**src/rtl/uop_pkg.sv**
```systemverilog
`default_nettype none
// ============================================================================
// Module   : uop_pkg
// Purpose  : Types and widths shared by the uop cache and the uop fetch unit.
// Revision : 1.0
// ============================================================================
package uop_pkg;

    localparam int UOP_ADDR_W = 9;
    localparam int UOP_DATA_W = 32;

    typedef enum logic [1:0] {
        IDLE  = 2'd0,
        FETCH = 2'd1,
        DRAIN = 2'd2
    } fetch_state_t;

endpackage
`default_nettype wire

```
**src/rtl/uop_fetch_fifo.sv**
```systemverilog
`default_nettype none
// ============================================================================
// Module   : uop_fetch_fifo
// Purpose  : Small synchronous FIFO with first-word-fall-through head.
// Revision : 1.0
// ============================================================================
module uop_fetch_fifo #(
    parameter  int DATA_W = 32,
    parameter  int DEPTH  = 4,
    localparam int PTR_W  = $clog2(DEPTH),
    localparam int CNT_W  = PTR_W + 1
) (
    input  logic              clk,
    input  logic              reset,
    input  logic              push,
    input  logic [DATA_W-1:0] push_data,
    input  logic              pop,
    output logic [DATA_W-1:0] head,
    output logic [CNT_W-1:0]  count,
    output logic              empty,
    output logic              full
);

    localparam logic [CNT_W-1:0] c_depth = CNT_W'(DEPTH);

    logic [DATA_W-1:0] r_mem [DEPTH];
    logic [PTR_W-1:0]  r_wr_ptr;
    logic [PTR_W-1:0]  r_rd_ptr;
    logic [CNT_W-1:0]  r_count;
    logic              w_do_push;
    logic              w_do_pop;

    assign empty     = (r_count == '0);
    assign full      = (r_count == c_depth);
    assign count     = r_count;
    assign w_do_pop  = pop && !empty;
    // A full FIFO still accepts a write when the head leaves in the same cycle.
    assign w_do_push = push && (!full || w_do_pop);
    assign head      = empty ? '0 : r_mem[r_rd_ptr];

    always_ff @(posedge clk) begin
        if (w_do_push) begin
            r_mem[r_wr_ptr] <= push_data;
        end
    end

    always_ff @(posedge clk) begin
        if (reset) begin
            r_wr_ptr <= '0;
            r_rd_ptr <= '0;
            r_count  <= '0;
        end else begin
            if (w_do_push) begin
                r_wr_ptr <= r_wr_ptr + PTR_W'(1);
            end
            if (w_do_pop) begin
                r_rd_ptr <= r_rd_ptr + PTR_W'(1);
            end
            case ({w_do_push, w_do_pop})
                2'b10:   r_count <= r_count + CNT_W'(1);
                2'b01:   r_count <= r_count - CNT_W'(1);
                default: r_count <= r_count;
            endcase
        end
    end

endmodule
`default_nettype wire

```
**src/rtl/uop_fetch.sv**
```systemverilog
`default_nettype none
// ============================================================================
// Module   : uop_fetch
// Purpose  : Credit-throttled read sequencer between the uop cache and issue.
// Revision : 1.0
// ============================================================================
module uop_fetch
    import uop_pkg::*;
#(
    parameter int ADDR_W     = UOP_ADDR_W,
    parameter int DATA_W     = UOP_DATA_W,
    parameter int FIFO_DEPTH = 4
) (
    input  logic              clk,
    input  logic              reset,
    input  logic              start,
    input  logic [ADDR_W-1:0] start_addr,
    input  logic [ADDR_W:0]   length,
    output logic              busy,
    output logic              done,
    output logic              read_enable,
    output logic [ADDR_W-1:0] read_address,
    input  logic [DATA_W-1:0] cache_data,
    output logic              uop_valid,
    input  logic              uop_ready,
    output logic [DATA_W-1:0] uop_data
);

    localparam int LEN_W = ADDR_W + 1;
    localparam int CNT_W = $clog2(FIFO_DEPTH) + 1;
    localparam logic [CNT_W-1:0] c_depth   = CNT_W'(FIFO_DEPTH);
    localparam logic [LEN_W-1:0] c_max_len = {1'b1, {ADDR_W{1'b0}}};

    if (FIFO_DEPTH < 2 || (FIFO_DEPTH & (FIFO_DEPTH - 1)) != 0) begin : g_bad_depth
        $error("uop_fetch: FIFO_DEPTH must be a power of 2 and at least 2");
    end

    fetch_state_t      r_state;
    logic [ADDR_W-1:0] r_addr;
    logic [LEN_W-1:0]  r_remaining;
    logic              r_inflight;
    logic              r_busy;
    logic              r_done;

    logic [CNT_W-1:0]  w_count;
    logic              w_empty;
    logic              w_full;
    logic              w_can_issue;
    logic              w_read_en;
    logic              w_push;
    logic              w_pop;
    logic              w_drained;
    logic [LEN_W-1:0]  w_run_len;

    // Credits count buffered uops plus the one possibly returning; a same-cycle
    // pop is deliberately not credited back.
    assign w_can_issue = (w_count + CNT_W'(r_inflight)) < c_depth;
    assign w_read_en   = (r_state == FETCH) && w_can_issue;
    assign w_push      = r_inflight;
    assign w_pop       = !w_empty && uop_ready;
    assign w_run_len   = (length > c_max_len) ? c_max_len : length;

    // The FIFO will be empty after this edge with nothing left in the cache pipe.
    assign w_drained = !w_push && (w_empty || (w_count == CNT_W'(1) && w_pop));

    assign read_enable  = w_read_en;
    assign read_address = r_addr;
    assign busy         = r_busy;
    assign done         = r_done;
    assign uop_valid    = !w_empty;

    uop_fetch_fifo #(
        .DATA_W (DATA_W),
        .DEPTH  (FIFO_DEPTH)
    ) u_fifo (
        .clk       (clk),
        .reset     (reset),
        .push      (w_push),
        .push_data (cache_data),
        .pop       (w_pop),
        .head      (uop_data),
        .count     (w_count),
        .empty     (w_empty),
        .full      (w_full)
    );

    always_ff @(posedge clk) begin
        if (reset) begin
            r_state     <= IDLE;
            r_addr      <= '0;
            r_remaining <= '0;
            r_inflight  <= 1'b0;
            r_busy      <= 1'b0;
            r_done      <= 1'b0;
        end else begin
            r_inflight <= w_read_en;
            r_done     <= 1'b0;
            case (r_state)
                IDLE: begin
                    if (start) begin
                        if (length == '0) begin
                            r_done <= 1'b1;
                        end else begin
                            r_addr      <= start_addr;
                            r_remaining <= w_run_len;
                            r_busy      <= 1'b1;
                            r_state     <= FETCH;
                        end
                    end
                end
                FETCH: begin
                    if (w_read_en) begin
                        r_addr      <= r_addr + ADDR_W'(1);
                        r_remaining <= r_remaining - LEN_W'(1);
                        if (r_remaining == LEN_W'(1)) begin
                            r_state <= DRAIN;
                        end
                    end
                end
                DRAIN: begin
                    if (w_drained) begin
                        r_done  <= 1'b1;
                        r_busy  <= 1'b0;
                        r_state <= IDLE;
                    end
                end
                default: begin
                    r_state <= IDLE;
                    r_busy  <= 1'b0;
                end
            endcase
        end
    end

    a_no_push_when_full : assert property (@(posedge clk) disable iff (reset) w_push |-> !w_full);

endmodule
`default_nettype wire

```
**config.mk**
```make
export PLATFORM = sky130hd
export DESIGN_NAME = uop_fetch
export DESIGN_NICKNAME = d
export VERILOG_FILES = /design/src/rtl/uop_pkg.sv /design/src/rtl/uop_fetch_fifo.sv /design/src/rtl/uop_fetch.sv
export SDC_FILE = /design/constraint.sdc
export NUM_CORES = 1
export LEC_CHECK = 0
export CAP_MARGIN = 25
export CORE_AREA = 5 5 108 130
export DETAILED_ROUTE_END_ITERATION = 10
export DIE_AREA = 0 0 113 135
export DONT_BUFFER_PORTS = 1
export PLACE_DENSITY = 0.7
export SYNTH_ARGS = -nofsm -noshare
export SYNTH_HDL_FRONTEND = slang
export SYNTH_HIERARCHICAL = 1
export SYNTH_SLANG_ARGS = --single-unit
```
**constraint.sdc**
```tcl
create_clock -name clk -period 3.5 [get_ports clk]
set_clock_uncertainty 0.05 [all_clocks]
set_input_delay 0.7 -clock clk [delete_from_list [all_inputs] [get_ports clk]]
set_output_delay 0.7 -clock clk [all_outputs]
set_load 0.02 [all_outputs]
```
======== After elaboration in Yosys (flattened, before gate mapping) ========
Memory sizes are Yosys's and may differ from the RTL's. A register that Yosys moved wholly into a read port is not among the register bits.
Cells that the tools add are included.
operators by class
  add/sub/neg operators ................... 7
  multiply operators ...................... 0
  div/mod/pow operators ................... 0
  order comparisons ....................... 2
  equality and inequality tests ........... 12
  shift operators ......................... 0
  mux-type cells .......................... 29
  bitwise gates (word level) .............. 1
  reductions and logical operators ........ 19
operators with widths
  kind                     count
  $mux W10                 4
  $mux W32                 1
  $mux W9                  3
  $pmux W10 S2             1
  $pmux W9 S2              1
  $mux W2                  7
  $eq A10 B1 Y1 const B    1
  $gt A10 B10 Y1 const B   1
  $logic_not A10 Y1        1
  $sub A10 B1 Y10 const B  1
  $add A9 B1 Y9 const B    1
  $mux W1                  8
  $ne A2 B2 Y1 const B     4
  $reduce_and A4 Y1        2
  $logic_and A1 B1 Y1      6
  $pmux W2 S3              1
  $pmux W3 S2              1
  $reduce_and A5 Y1        1
  $add A2 B1 Y2 const B    2
  $eq A2 B1 Y1 const B     2
  $eq A2 B2 Y1 const B     2
  $reduce_bool A2 Y1       2
  $add A3 B1 Y3            1
  $add A3 B1 Y3 const B    1
  other kinds (12)         15
word-level totals
  flip-flop bits (word level) ............. 31
  bits in latches ......................... 0
  bits in writable memories ............... 128
  memory bits (read-only) ................. 0
  input port bits ......................... 55
  word-level logic and storage cells ...... 80
  memories kept ........................... 1
memory list
  name          words  bits a word  read ports  clocked after memory_dff  wr ports  RTL line              source
  u_fifo.r_mem  4      32           1           1                         1         uop_fetch_fifo.sv:26  logic [DATA_W-1:0] r_mem [DEPTH];

======== Depth between registers and ports, before layout ========
Gate-level depths: netlist of run 1.
  word-level depth ........................ 8
  mapped depth ............................ 11
  gate-level depth less buffers ........... 8

======== By module ========
The synthesis of run 1 kept the hierarchy.
by module, submodules not included
  module          times used  cells each  area each (µm²)  sequential area each (µm²)
  uop_fetch_fifo  1           270         5420.2           4023.9
  uop_fetch       1           191         1566.5           480.5

======== Least setup slack after synthesis of run 1 ========
No wires, ideal clock.
  kind .................................... flip-flop to flip-flop
  from .................................... register u_fifo.r_count[2], in the netlist u_fifo/count[2]
  to ...................................... memory u_fifo.r_mem[0][0], enable pin
  setup time .............................. 392 ps
  arrival ................................. 2254 ps
  slack ................................... 804 ps
  cell stages (with the launch flop) ...... 8
  buffers on the path ..................... 2
  clock period less this slack ............ 2696 ps
  path through ............................ dfxtp_1 > buf_2 > nor3_4 > clkbuf_1 > nor2b_1 > inv_1 > a31oi_1 > and2_1
on the way
  cells in the longest elaborated chain, start to end .. 8
ends and longest elaborated chain
  item                           RTL line              source
  start: declaration             uop_fetch_fifo.sv:29  logic [CNT_W-1:0] r_count;
  start signal: assignment       uop_fetch_fifo.sv:60  2'b10: r_count <= r_count + CNT_W'(1);
  start signal: assignment       uop_fetch_fifo.sv:61  2'b01: r_count <= r_count - CNT_W'(1);
  start signal: assignment       uop_fetch_fifo.sv:62  default: r_count <= r_count;
  $logic_not A3 Y1               uop_fetch_fifo.sv:33  assign empty = (r_count == '0);
  named net w_empty              uop_fetch.sv:46       logic w_empty;
  $logic_not A1 Y1               uop_fetch.sv:60       assign w_pop = !w_empty && uop_ready;
  $logic_and A1 B1 Y1            uop_fetch.sv:60
  named net w_pop                uop_fetch.sv:51       logic w_pop;
  $logic_and A1 B1 Y1            uop_fetch_fifo.sv:36  assign w_do_pop = pop && !empty;
  $logic_or A1 B1 Y1             uop_fetch_fifo.sv:38  assign w_do_push = push && (!full || w_do_pop);
  $logic_and A1 B1 Y1            uop_fetch_fifo.sv:38
  $mux W1                        uop_fetch_fifo.sv:42  if (w_do_push) begin
  $mux W1 (not written as such)  uop_fetch_fifo.sv:43  r_mem[r_wr_ptr] <= push_data;
  end: declaration               uop_fetch_fifo.sv:26
The timed path passes the listed nets, and every way through them passes these cells.

==> results of run 1 <==
-- flip-flops by register name, indices dropped and copies added (netlist names), named ones only --
| register | cells |
|---|---|
| u_fifo/r_rd_ptr | 2 |
| u_fifo/count | 3 |
| read_address | 9 |
| done | 1 |
| r_inflight | 1 |
| r_state | 2 |
| u_fifo/r_wr_ptr | 2 |
| r_remaining | 10 |
| busy | 1 |
| u_fifo/r_mem | 128 |
-- path summary, 6_finish.rpt --
path	startpoint	to	slack [ns]	cells after the start
min	reset	done$_SDFF_PP0_	0.30	1
max reg2reg	u_fifo/count[2]$_SDFFE_PP0P_	u_fifo/r_mem[3][22]$_DFFE_PP_	0.89	7
min reg2reg	u_fifo/r_rd_ptr[0]$_SDFFE_PP0P_	u_fifo/r_rd_ptr[0]$_SDFFE_PP0P_	0.48	2
max	flop	uop_data[0]	0.62	2
-- per-layer routing --
metal  vias to the layer above  routed length [um]
met5                         -                   0
li1                       1782                   -
met3                        11                 988
met2                       121                6920
met4                         0                 101
met1                      1974                5270
-- metrics by stage --
step           power, mW  utilization, %  area, sq um
2_1_floorplan       2.40               -         6980
5_1_grt             4.26            61.4         7700
4_1_cts             4.13            61.4         7700
6_report            4.09            61.4         7700
3_5_place_dp        2.45            57.0         7160
3_3_place_gp        2.44            57.0         7160
-- final cells by class --
class | instances | area, sq um
clock buffer | 17 | 425
clock inverter | 15 | 120
fill | 929 | 4850
inverter | 13 | 48.8
multi-input combinational | 261 | 2270
sequential | 161 | 4510
tap | 164 | 205
timing repair buffer | 10 | 125
-- where the power goes --
group | total (mW) | leakage [nW] | internal [mW] | switching, mW
Clock | 1.69 | 0.264 | 0.923 | 0.765
Combinational | 0.233 | 0.785 | 0.101 | 0.132
Sequential | 2.17 | 1.43 | 2.12 | 0.0556
==> metrics.txt, run 1 <==
status=finished clean; DRT Pass-1 Iters=4; Worst-Skew Late Latency=0.42 ns; hpwl dp=8830 um; I/O pins=100; met2 usage=30.7%; Diodes inserted=0; RSZ-0062 raised after global routing=no; Root Buffer=clkbuf_16; port bufs=0; CTS sink cnt=161; Reg clk slew, reported paths=0.06 ns; Crit path max-delay family=flip-flops; Mean Syn Cell Area=15.2 sq um; CTS Buf Count=17; TritonCTS clock tree=yes; core area=12600 sq um; pin count of the biggest net entering global routing=36; Crit path buffers/inverters=0; Tot GR Track Use=17.9%; Worst Path Arrival=2.13 ns; Final Max Tran Viols=0; ratio of cells with drive above 1 in the final layout=20.3%; max-cap violation count=0; cts-stage hold buffer count=0; gr busiest metal=met2; Max Root-Sink Buffers=2; Leak Pwr=2.48 nW; Slew @ Worst Pin=0.915 ns; Cell Pwr Density=531 nW/um^2; Setup WS pre-CTS=0.860 ns; Initial Util=55.6%; startpoint types=flop; Final Routed Wirelength=13300 um; # setup viols final=0; most frequent cells in the layout=edfxtp_1 (128), nor2b_1 (34), nor2_1 (33), mux4_2 (32), dfxtp_1 (31); area grow syn2layout=10.4%; Tcrit/Tclk final=82.3%; row count=45; setup ws final=0.621 ns; crit-path max cell delay=0.90 ns; Die Ht=135 um; H-tree lvl count=4; Final nets=527; CP Class=reg2out; Max IR drop VDD=424 uV; synthesized instance count=460; met1 usage=21.2%; vias in the first global route=3951; vias=3888; Post-Place Cells=609; CP endpoint kind=primary output; Wirelength per Cell=20.7 um; hold crit path type=in2reg; DR vias/cell=6.07; TNS Setup=0 ns; initial antenna violation count=0; Final Hold Viols=0; Die ar.=15300 sq um; synthesized area=6980 sq um; Critical Path RT=2.75 ns; FMAX=0.347 GHz; RD Place Congestion=0.878; Post-CTS Setup Repair Bufs=0; Final Critical Period=2.88 ns; die extent in x=113 um; ordered list of cells on the worst path=mux4_2, nor2b_1; Slew HR=38.8%; met3 Use GR=6.50%; most common cell after layout, fill and taps aside=edfxtp_1; Syn Nets=523; drt drc=0; CP Max Fanout=32; Slowest-stage cell, CP=dfxtp_2; Yosys warnings=6; starting DRC count in detailed routing=291; grt ovf=0; Finished Layout Cells=641; Resize count post-CTS=0; first-pass GRT wire length=21000 um; Final ANT Viol Nets=0; tightest hold margin=0.303 ns
No activity file was read; power rests on OpenSTA's default activity.
==> run 2: changes to the inputs <==
PLACE_DENSITY = 0.73   (was 0.7)
clock period = 2.6 ns   (was 3.5 ns; I/O delays follow)
==> run 2 against run 1 <==
First-iteration DRC count decreased by 5.8%; worst setup slack got worse by 0.49 ns; sequential power increased by 35%; wire length increased by 4.9%; sequential share of layout area decreased by 1.3 points; via count increased by 1.3%; global-route usage increased by 1.0 points; cell count increased by 1.4%; critical path depth increased by 1; sequential cell count unchanged; total power increased by 40%; combinational power increased by 45%; critical path type unchanged; largest cell class unchanged; largest power group unchanged.
==> metrics.txt, run 2 (same netlist as run 1, synthesis figures left out) <==
Cell Pwr Density=729 nW/um^2; Most flops, register=u_fifo/r_mem; met2 WL post-DR=7390 um; startpoint types=flop; Max IR drop VDD=551 uV; FF-to-FF setup slack=0.26 ns; first-pass GRT wire length=21800 um; Critical Path RT=2.03 ns; FMAX=0.406 GHz; hpwl dp=8890 um; Final Hold Viols=0; grt ovf=0; Root Buffer=clkbuf_16; Die ar.=15300 sq um; Routed met3 length=1210 um; CP Max Fanout=17; NetSw=1.23 mW; # setup viols final=0; Final ANT Viol Nets=0; DRT Pass-1 Iters=4; # fillers=906; Slew HR=41.9%; vias in the first global route=4085; vias=3938; P_int=4.51 mW; RD Place Congestion=0.862; Final nets=537; row count=45; CTS Buf Count=17; Switching Fraction=21.4%; tightest hold margin=0.109 ns; sequential power share=50.8%; TritonCTS clock tree=yes; Final Max Tran Viols=0; Final Core Density=62.8%; max-cap violation count=0; ratio of cells with drive above 1 in the final layout=21.6%; pin count of the biggest net entering global routing=36; Reg clk slew, reported paths=0.07 ns; most common cell after layout, fill and taps aside=edfxtp_1; CTS sink cnt=161; RSZ-0062 raised after global routing=no; status=finished clean; Tot GR Track Use=18.9%; Max Root-Sink Buffers=2; I/O pins=100; CP endpoint kind=primary output; CP Class=reg2out; initial antenna violation count=0; max FFs per register=128; core area=12600 sq um; clock share of power=43.3%; Tcrit/Tclk final=94.8%; Initial Util=55.6%; Wirelength per Cell=21.5 um; Leak Pwr=2.56 nW; cts-stage hold buffer count=0; drt drc=0; Slew @ Worst Pin=0.869 ns; Worst Path Arrival=1.89 ns; Die Ht=135 um; most frequent cells in the layout=edfxtp_1 (128), nor2_1 (33), nor2b_1 (33), mux4_2 (32), dfxtp_1 (31); starting DRC count in detailed routing=274; H-tree lvl count=4; port bufs=0; die extent in x=113 um; Diodes inserted=0; top routing layer used=met4; TNS Setup=0 ns; Post-CTS Setup Repair Bufs=0; WL met1=5140 um; DR vias/cell=6.06; hold crit path type=in2reg; area grow syn2layout=13.0%; Final Routed Wirelength=13900 um; combinational share of power=5.9%; Final Critical Period=2.46 ns; Worst-Skew Late Latency=0.42 ns
==> run 2: cell types whose count changed in the layout (fill, tap and decap cells not counted), sizes merged <==
cell / previous run / this run
a211oi: 9 / 10
buf: 10 / 19
bufinv: 0 / 3
clkbuf: 17 / 20
clkinv: 7 / 6
clkinvlp: 2 / 1
inv: 19 / 14
==> run 2: power groups by stage <==
stage               clock network (mW)  logic [mW]  registers (mW)
detailed placement                   0       0.333            2.97
finish                            2.49       0.338            2.92
floorplan                            0       0.271            2.96
CTS                               2.53       0.337            2.92
global route                      2.66       0.371            2.93
global placement                     0       0.324            2.97
==> run 2: cell type report <==
class | count | area, sq um | share of cell area, %
sequential | 161 | 4510 | 57.2
multi-input combinational | 262 | 2290 | 29.0
clock buffer | 20 | 437 | 5.54
timing repair buffer | 19 | 243 | 3.08
tap | 164 | 205 | 2.60
clock inverter | 11 | 155 | 1.97
inverter | 13 | 48.8 | 0.619
==> run 2: timing repair <==
action | 4_1_cts | 5_1_grt
setup endpoints to repair | 2 | 28
resized for setup | 1 | 1
cloned | 0 | 1
pin swaps | 0 | 1
==> run 2: metrics by stage <==
step | total power, mW | area (sq um) | setup WS, ns | instances
2_1_floorplan | 3.23 | 6990 | 0.228 | 460
3_3_place_gp | 3.29 | 7280 | 0.240 | 618
3_5_place_dp | 3.31 | 7280 | 0.122 | 618
4_1_cts | 5.78 | 7870 | 0.0815 | 649
5_1_grt | 5.96 | 7890 | 0.0110 | 650
6_report | 5.75 | 7890 | 0.136 | 650
==> run 2: worst max-delay path, stage by stage (launching register included) <==
cell and delay (ns):
dfxtp_4 0.47, buf_12 0.22, mux4_2 0.55, nor2b_1 0.22
==> run 2: final timing paths <==
path	start	end	depth (start not counted)
worst max-delay path	flop	uop_data[11]	3
worst max register to register	u_fifo/count[2]$_SDFFE_PP0P_	u_fifo/count[2]$_SDFFE_PP0P_	8
worst min register to register	u_fifo/r_rd_ptr[1]$_SDFFE_PP0P_	flop	2
worst min-delay path	reset	read_address[4]$_SDFFE_PP0P_	1
==> run 2: per-layer routing <==
layer / global-route usage (%) / up-vias
met5: 0 / -
met4: 7.21 / 0
met3: 7.08 / 16
met2: 33.0 / 128
met1: 21.1 / 1996
li1: - / 1798
